[config.mk]
export PLATFORM = sky130hd
export DESIGN_NAME = pipeline_hazard_ctrl
export DESIGN_NICKNAME = d
export VERILOG_FILES = /design/src/rtl/pipeline_hazard_ctrl.sv
export SDC_FILE = /design/constraint.sdc
export NUM_CORES = 1
export LEC_CHECK = 0
export CAP_MARGIN = 20
export CORE_ASPECT_RATIO = 2
export CORE_MARGIN = 3
export CORE_UTILIZATION = 50
export CTS_BUF_LIST = sky130_fd_sc_hd__clkbuf_4 sky130_fd_sc_hd__clkbuf_8 sky130_fd_sc_hd__clkbuf_16
export DETAILED_ROUTE_END_ITERATION = 7
export HOLD_SLACK_MARGIN = 0.02
export PLACE_DENSITY_LB_ADDON = 0.05
export SKIP_CTS_REPAIR_TIMING = 1
export SLEW_MARGIN = 30
export SYNTH_ARGS = -nofsm -noshare
export SYNTH_HDL_FRONTEND = slang
export SYNTH_SLANG_ARGS = --single-unit
[constraint.sdc]
create_clock -name CLK -period 4.6 [get_ports CLK]
set_input_delay 0.46 -clock CLK [delete_from_list [all_inputs] [get_ports CLK]]
set_output_delay 0.46 -clock CLK [all_outputs]
set_load 0.05 [all_outputs]
[src/rtl/pipeline_hazard_ctrl.sv]
// Stall/flush sequencer for the 5-stage pipeline.
// The RUN state resolves hazards in this order: memory wait, then taken branch, then load-use.
// MEM_WAIT freezes the whole pipeline until the memory acks.
// ERR is a terminal freeze entered when the memory never answers.
module pipeline_hazard_ctrl #(
  parameter int REGW        = 16,
  parameter int MEM_TIMEOUT = 255,
  parameter int CNTW        = 16
) (
  input  logic            CLK,
  input  logic            Reset,
  input  logic [REGW-1:0] id_rs1,
  input  logic [REGW-1:0] id_rs2,
  input  logic            id_uses_rs2,
  input  logic [REGW-1:0] ex_rd,
  input  logic            ex_memread,
  input  logic            ex_br_taken,
  input  logic            mem_req,
  input  logic            mem_ack,
  output logic            pc_we,
  output logic            ifid_we,
  output logic            ifid_clr,
  output logic            idex_we,
  output logic            idex_clr,
  output logic            exmem_we,
  output logic [CNTW-1:0] stall_count,
  output logic            mem_err
);

  typedef enum logic [1:0] {RUN, MEM_WAIT, ERR} state_t;

  localparam logic [15:0] TMO = 16'(MEM_TIMEOUT);

  state_t      state, state_nxt;
  logic [15:0] wait_cnt, wait_nxt;
  logic        err_nxt;
  logic        lu, mw;

  // x0 is hardwired, so a load targeting it can never create a dependency
  assign lu = ex_memread && (ex_rd != '0) &&
              ((ex_rd == id_rs1) || (id_uses_rs2 && (ex_rd == id_rs2)));
  assign mw = mem_req && !mem_ack;

  // State, wait counter and sticky error register
  always_ff @(posedge CLK or posedge Reset) begin
    if (Reset) begin
      state    <= RUN;
      wait_cnt <= '0;
      mem_err  <= 1'b0;
    end else begin
      state    <= state_nxt;
      wait_cnt <= wait_nxt;
      mem_err  <= err_nxt;
    end
  end

  // Saturating count of cycles in which the PC did not advance
  always_ff @(posedge CLK or posedge Reset) begin
    if (Reset)
      stall_count <= '0;
    else if (!pc_we && (stall_count != '1))
      stall_count <= stall_count + CNTW'(1);
  end

  // Next state and same-cycle stage enables/clears
  always_comb begin
    state_nxt = state;
    wait_nxt  = wait_cnt;
    err_nxt   = mem_err;
    pc_we     = 1'b0;
    ifid_we   = 1'b0;
    ifid_clr  = 1'b0;
    idex_we   = 1'b0;
    idex_clr  = 1'b0;
    exmem_we  = 1'b0;
    case (state)
      RUN: begin
        if (mw) begin
          // full freeze starts this very cycle
          state_nxt = MEM_WAIT;
          wait_nxt  = 16'd1;
        end else if (ex_br_taken) begin
          // squash both wrong-path slots; a pending load-use dies with them
          pc_we    = 1'b1;
          ifid_we  = 1'b1;
          idex_we  = 1'b1;
          exmem_we = 1'b1;
          ifid_clr = 1'b1;
          idex_clr = 1'b1;
        end else if (lu) begin
          // hold PC and IF/ID, push a bubble into ID/EX
          idex_we  = 1'b1;
          idex_clr = 1'b1;
          exmem_we = 1'b1;
        end else begin
          pc_we    = 1'b1;
          ifid_we  = 1'b1;
          idex_we  = 1'b1;
          exmem_we = 1'b1;
        end
      end
      MEM_WAIT: begin
        if (mem_ack) begin
          // the ack cycle advances the pipeline like an unhazarded RUN cycle
          pc_we     = 1'b1;
          ifid_we   = 1'b1;
          idex_we   = 1'b1;
          exmem_we  = 1'b1;
          state_nxt = RUN;
          wait_nxt  = '0;
        end else if (wait_cnt == TMO) begin
          err_nxt   = 1'b1;
          state_nxt = ERR;
        end else begin
          wait_nxt  = wait_cnt + 16'd1;
        end
      end
      default: ;  // ERR: frozen until reset
    endcase
    // nothing moves while reset is held
    if (Reset) begin
      pc_we    = 1'b0;
      ifid_we  = 1'b0;
      ifid_clr = 1'b0;
      idex_we  = 1'b0;
      idex_clr = 1'b0;
      exmem_we = 1'b0;
    end
  end

endmodule

==> impl_metrics.csv <==
group,metric,value,unit
run_status,outcome,"finished clean",
pwr,power.internal,0.684,mW
route,post_drt_wl_per_cell,17.8,µm
route,firstDrtPassIters,4,
timing,timing.final.crit_share,80.0,%
worst_setup_path,crit_path_cell_trace,"clkdlybuf4s50_1, xnor2_1, nand4_1, nor4_1, a32o_2, nor2_1, clkdlybuf4s50_1",
worst_setup_path,cp.buffers_inverters,2,
pwr,clock_power_share,25.6,%
grt,pin_count_of_the_biggest_net_entering_global_routing,36,
synth,postSynthRegisterBits,35,
grt,grt_pass1_vias,2395,
die,initial_utilization,52.3,%
placement,placed_cells,381,
worst_setup_path,critPathMaxFanout,16,
timing,timing.clock.skew,0.00853,ns
grt,track_usage,25.7,%
route,drt-met1-wl,2.26,mm
route,total_number_of_vias,2227,
route,wl_met3,273,µm
pwr,combPwrFrac,37.9,%
synth,synth_top_cell_by_area,"sky130_fd_sc_hd__dfrtp_1",
placement,hpwlAfterDp,5.51,mm
pwr,sequentialPowerShare,36.4,%
flow_run,maxCapViolCount,0,
worst_setup_path,cp_slowest_cell,"sky130_fd_sc_hd__clkdlybuf4s50_1",
timing,maxClockFrequency,272,MHz
cells_and_area,finalNonFillerCells,389,
worst_setup_path,worst_path_dominant_cell_family,"buffers and inverters",
die,horizontal_die_dimension,55.5,µm
synth,synth-edff-count,0,
route,detail_route.drc_violations,0,
clocking,cts_sinks,35,
synth,synth.lib_cells_used.distinct,43,
worst_setup_path,path_type_of_the_worst_setup_path,"input port to output pin",
timing,postLayoutSetupSlackWorst,0.922,ns
grt,globalRouteOverflowTotal,0,
die,core.rowCount,35,
worst_setup_path,reg2reg_to,"wait_cnt[9]",
pwr,peakVddDrop,0.370,mV
synth,yosys-top-cells-area,"sky130_fd_sc_hd__dfrtp_1 36%, sky130_fd_sc_hd__xnor2_1 17%, sky130_fd_sc_hd__nor2_1 4.3%",
worst_setup_path,cpPeakStageDelay,0.73,ns
route,detailroute.wirelength.met2,3.98,mm
placement,portBuffers,77,
pwr,total_power,1.09,mW
worst_setup_path,arrival,3.22,ns
timing,measured_slew_at_the_worst_slew_check_pin,0.670,ns
timing,final-hold-violation-count,0,
worst_setup_path,cp_data_required_time,4.14,ns
synth,synth_area_per_cell,9.53,µm²
hold_path,min_to,"mem_err",
cells_and_area,layout.cell_area.non_filler,3360,µm²
die,ioPinCount,78,
pwr,swShare,37.2,%
hold_path,hold_path.class,"flip-flop to flip-flop",
synth,synth_async_sr_flop_share,100,%
worst_setup_path,r2r_cells,6,
placement,place_congestion,0.942,
synth,synth_sequential_area_ratio,35.8,%
clocking,clock_tree_from_tritoncts,"done",
route,drt_iter0_drc,42,
synth,ys_warn_count,0,
die,floorplan.die.height,105,µm
route,detail_route.wirelength,6.92,mm
worst_setup_path,worst_setup_end_kind,"output pin",
synth,netlist_area,2450,µm²
synth,ys.flop_type,"sky130_fd_sc_hd__dfrtp_1",
grt,grt_first_pass_wirelength,11.8,mm
timing,timing.slew.headroom,55.2,%
clocking,clock_path_buffers,2,
clocking,clk_latency,0.29,ns
synth,syn-instance-count,257,
synth,synth.top_cells.by_count,"48 x sky130_fd_sc_hd__xnor2_1, 35 x sky130_fd_sc_hd__dfrtp_1, 28 x sky130_fd_sc_hd__nor2_1",
cells_and_area,filler_cell_count,366,
synth,mappedNetlistNets,314,
route,ant_nets,0,
grt,antenna_found_initial,0,
route,top_layer_used,"met4",
worst_setup_path,reg2reg_setup_slack,2.22,ns
cells_and_area,post_route_cells_drive_above_1_share,9.28,%
timing,final.hold.worst_slack,0.461,ns
worst_setup_path,crit_top_cell,"sky130_fd_sc_hd__clkdlybuf4s50_1",
placement,place_ws,0.927,ns
worst_setup_path,reg2reg_from,"wait_cnt[8]",
clocking,clock-root-buffer,"sky130_fd_sc_hd__clkbuf_8",
timing,drv_slew,0,
route,vias_per_cell,5.72,
placement,dpl_cell_area,3240,µm²
pwr,power_density_of_the_placed_cells,325,nW/µm²
timing,rsz0062_at_grt,"no",
cells_and_area,layout-area-overhead-vs-synth,37.0,%
timing,accumulated_negative_setup_slack,0,ns
timing,period_needed,3.68,ns
pwr,leakagePower,1.33,nW
hold_path,worstHoldPathCells,1,
synth,yosysMostFrequentCell,"sky130_fd_sc_hd__xnor2_1",
clocking,cts_buffers,5,
cells_and_area,finish.utilization,71.6,%
worst_setup_path,worst_setup_path_start_kind,"input port",
clocking,ctsHtreeMaxLevel,2,
die,die_area,5830,µm²
pwr,netSwitchingPower,0.406,mW
synth,synth_top_area_share,35.8,%
timing,setup_viol,0,
die,core_area,4690,µm²
cells_and_area,antennaDiodeCount,0,
clocking,clk_transition_reported_paths,0.07,ns
hold_path,min_from,"mem_err",
cells_and_area,final_net_count,390,
[cell usage in the layout (no fill, tap or decap), types with 4 or more instances in the layout]
cell type                         instances
sky130_fd_sc_hd__nor4_1                   5
sky130_fd_sc_hd__o21ai_0                  4
sky130_fd_sc_hd__nand2_1                 12
sky130_fd_sc_hd__nor2_1                  27
sky130_fd_sc_hd__inv_1                   10
sky130_fd_sc_hd__xnor2_1                 48
sky130_fd_sc_hd__clkbuf_8                 5
sky130_fd_sc_hd__mux2_2                   4
sky130_fd_sc_hd__nand3_1                 10
sky130_fd_sc_hd__dfrtp_1                 35
sky130_fd_sc_hd__and3_1                  10
sky130_fd_sc_hd__xor2_1                   7
sky130_fd_sc_hd__nand4_1                 10
sky130_fd_sc_hd__a211oi_1                11
sky130_fd_sc_hd__clkdlybuf4s50_1         77
sky130_fd_sc_hd__o211ai_2                 5
sky130_fd_sc_hd__and2_1                   5
[kinds of logic after synthesis]
| group | Yosys count | share of synthesized area, % |
|---|---|---|
| AND/OR/NAND/NOR | 95 | 21.2 |
| XOR/XNOR | 55 | 19.7 |
| AO/OA/AOI/OAI | 43 | 15.2 |
| flip-flops | 35 | 35.8 |
| buffers and inverters | 20 | 4.09 |
| multiplexers | 7 | 3.06 |
| adder cells (fa/ha/maj) | 2 | 1.02 |
[registers in the layout (all words and copies together), names as in the netlist]
signal       count
wait_cnt        16
state            2
stall_count     16
mem_err          1
[worst max path at each step]
stage	from	endpoint	slack [ns]	cells after the start
global route	ex_rd[8]	ifid_we	0.81	7
floorplan	ex_rd[3]	pc_we	1.63	7
detailed placement	ex_rd[8]	ifid_we	0.93	7
global placement	ex_rd[6]	pc_we	0.97	7
CTS	ex_rd[8]	ifid_we	0.92	7
finish	ex_rd[6]	ifid_we	0.92	7
[power groups by stage]
stage | Sequential, mW | Clock (mW) | Combinational, mW
after floorplan | 0.501 | 0 | 0.151
after global placement | 0.401 | 0 | 0.411
after detailed placement | 0.401 | 0 | 0.417
after CTS | 0.396 | 0.289 | 0.418
after global routing | 0.404 | 0.296 | 0.441
final | 0.397 | 0.279 | 0.414
[routing by layer]
layer	GRT usage, %	up-vias
li1	-	1073
met1	23.9	1052
met2	49.4	73
met3	3.71	29
met4	16.3	0
met5	0	-
[layout make-up]
cell class                      count  area, µm²  area share (%)
Tap cell                           55       68.8            2.05
Inverter                           10       37.5            1.12
Timing Repair Buffer               79        786            23.4
Multi-Input combinational cell    202       1480            44.0
Sequential cell                    35        876            26.1
Clock inverter                      3       43.8            1.30
Clock buffer                        5       68.8            2.05
(Power assumes the default switching activity.)
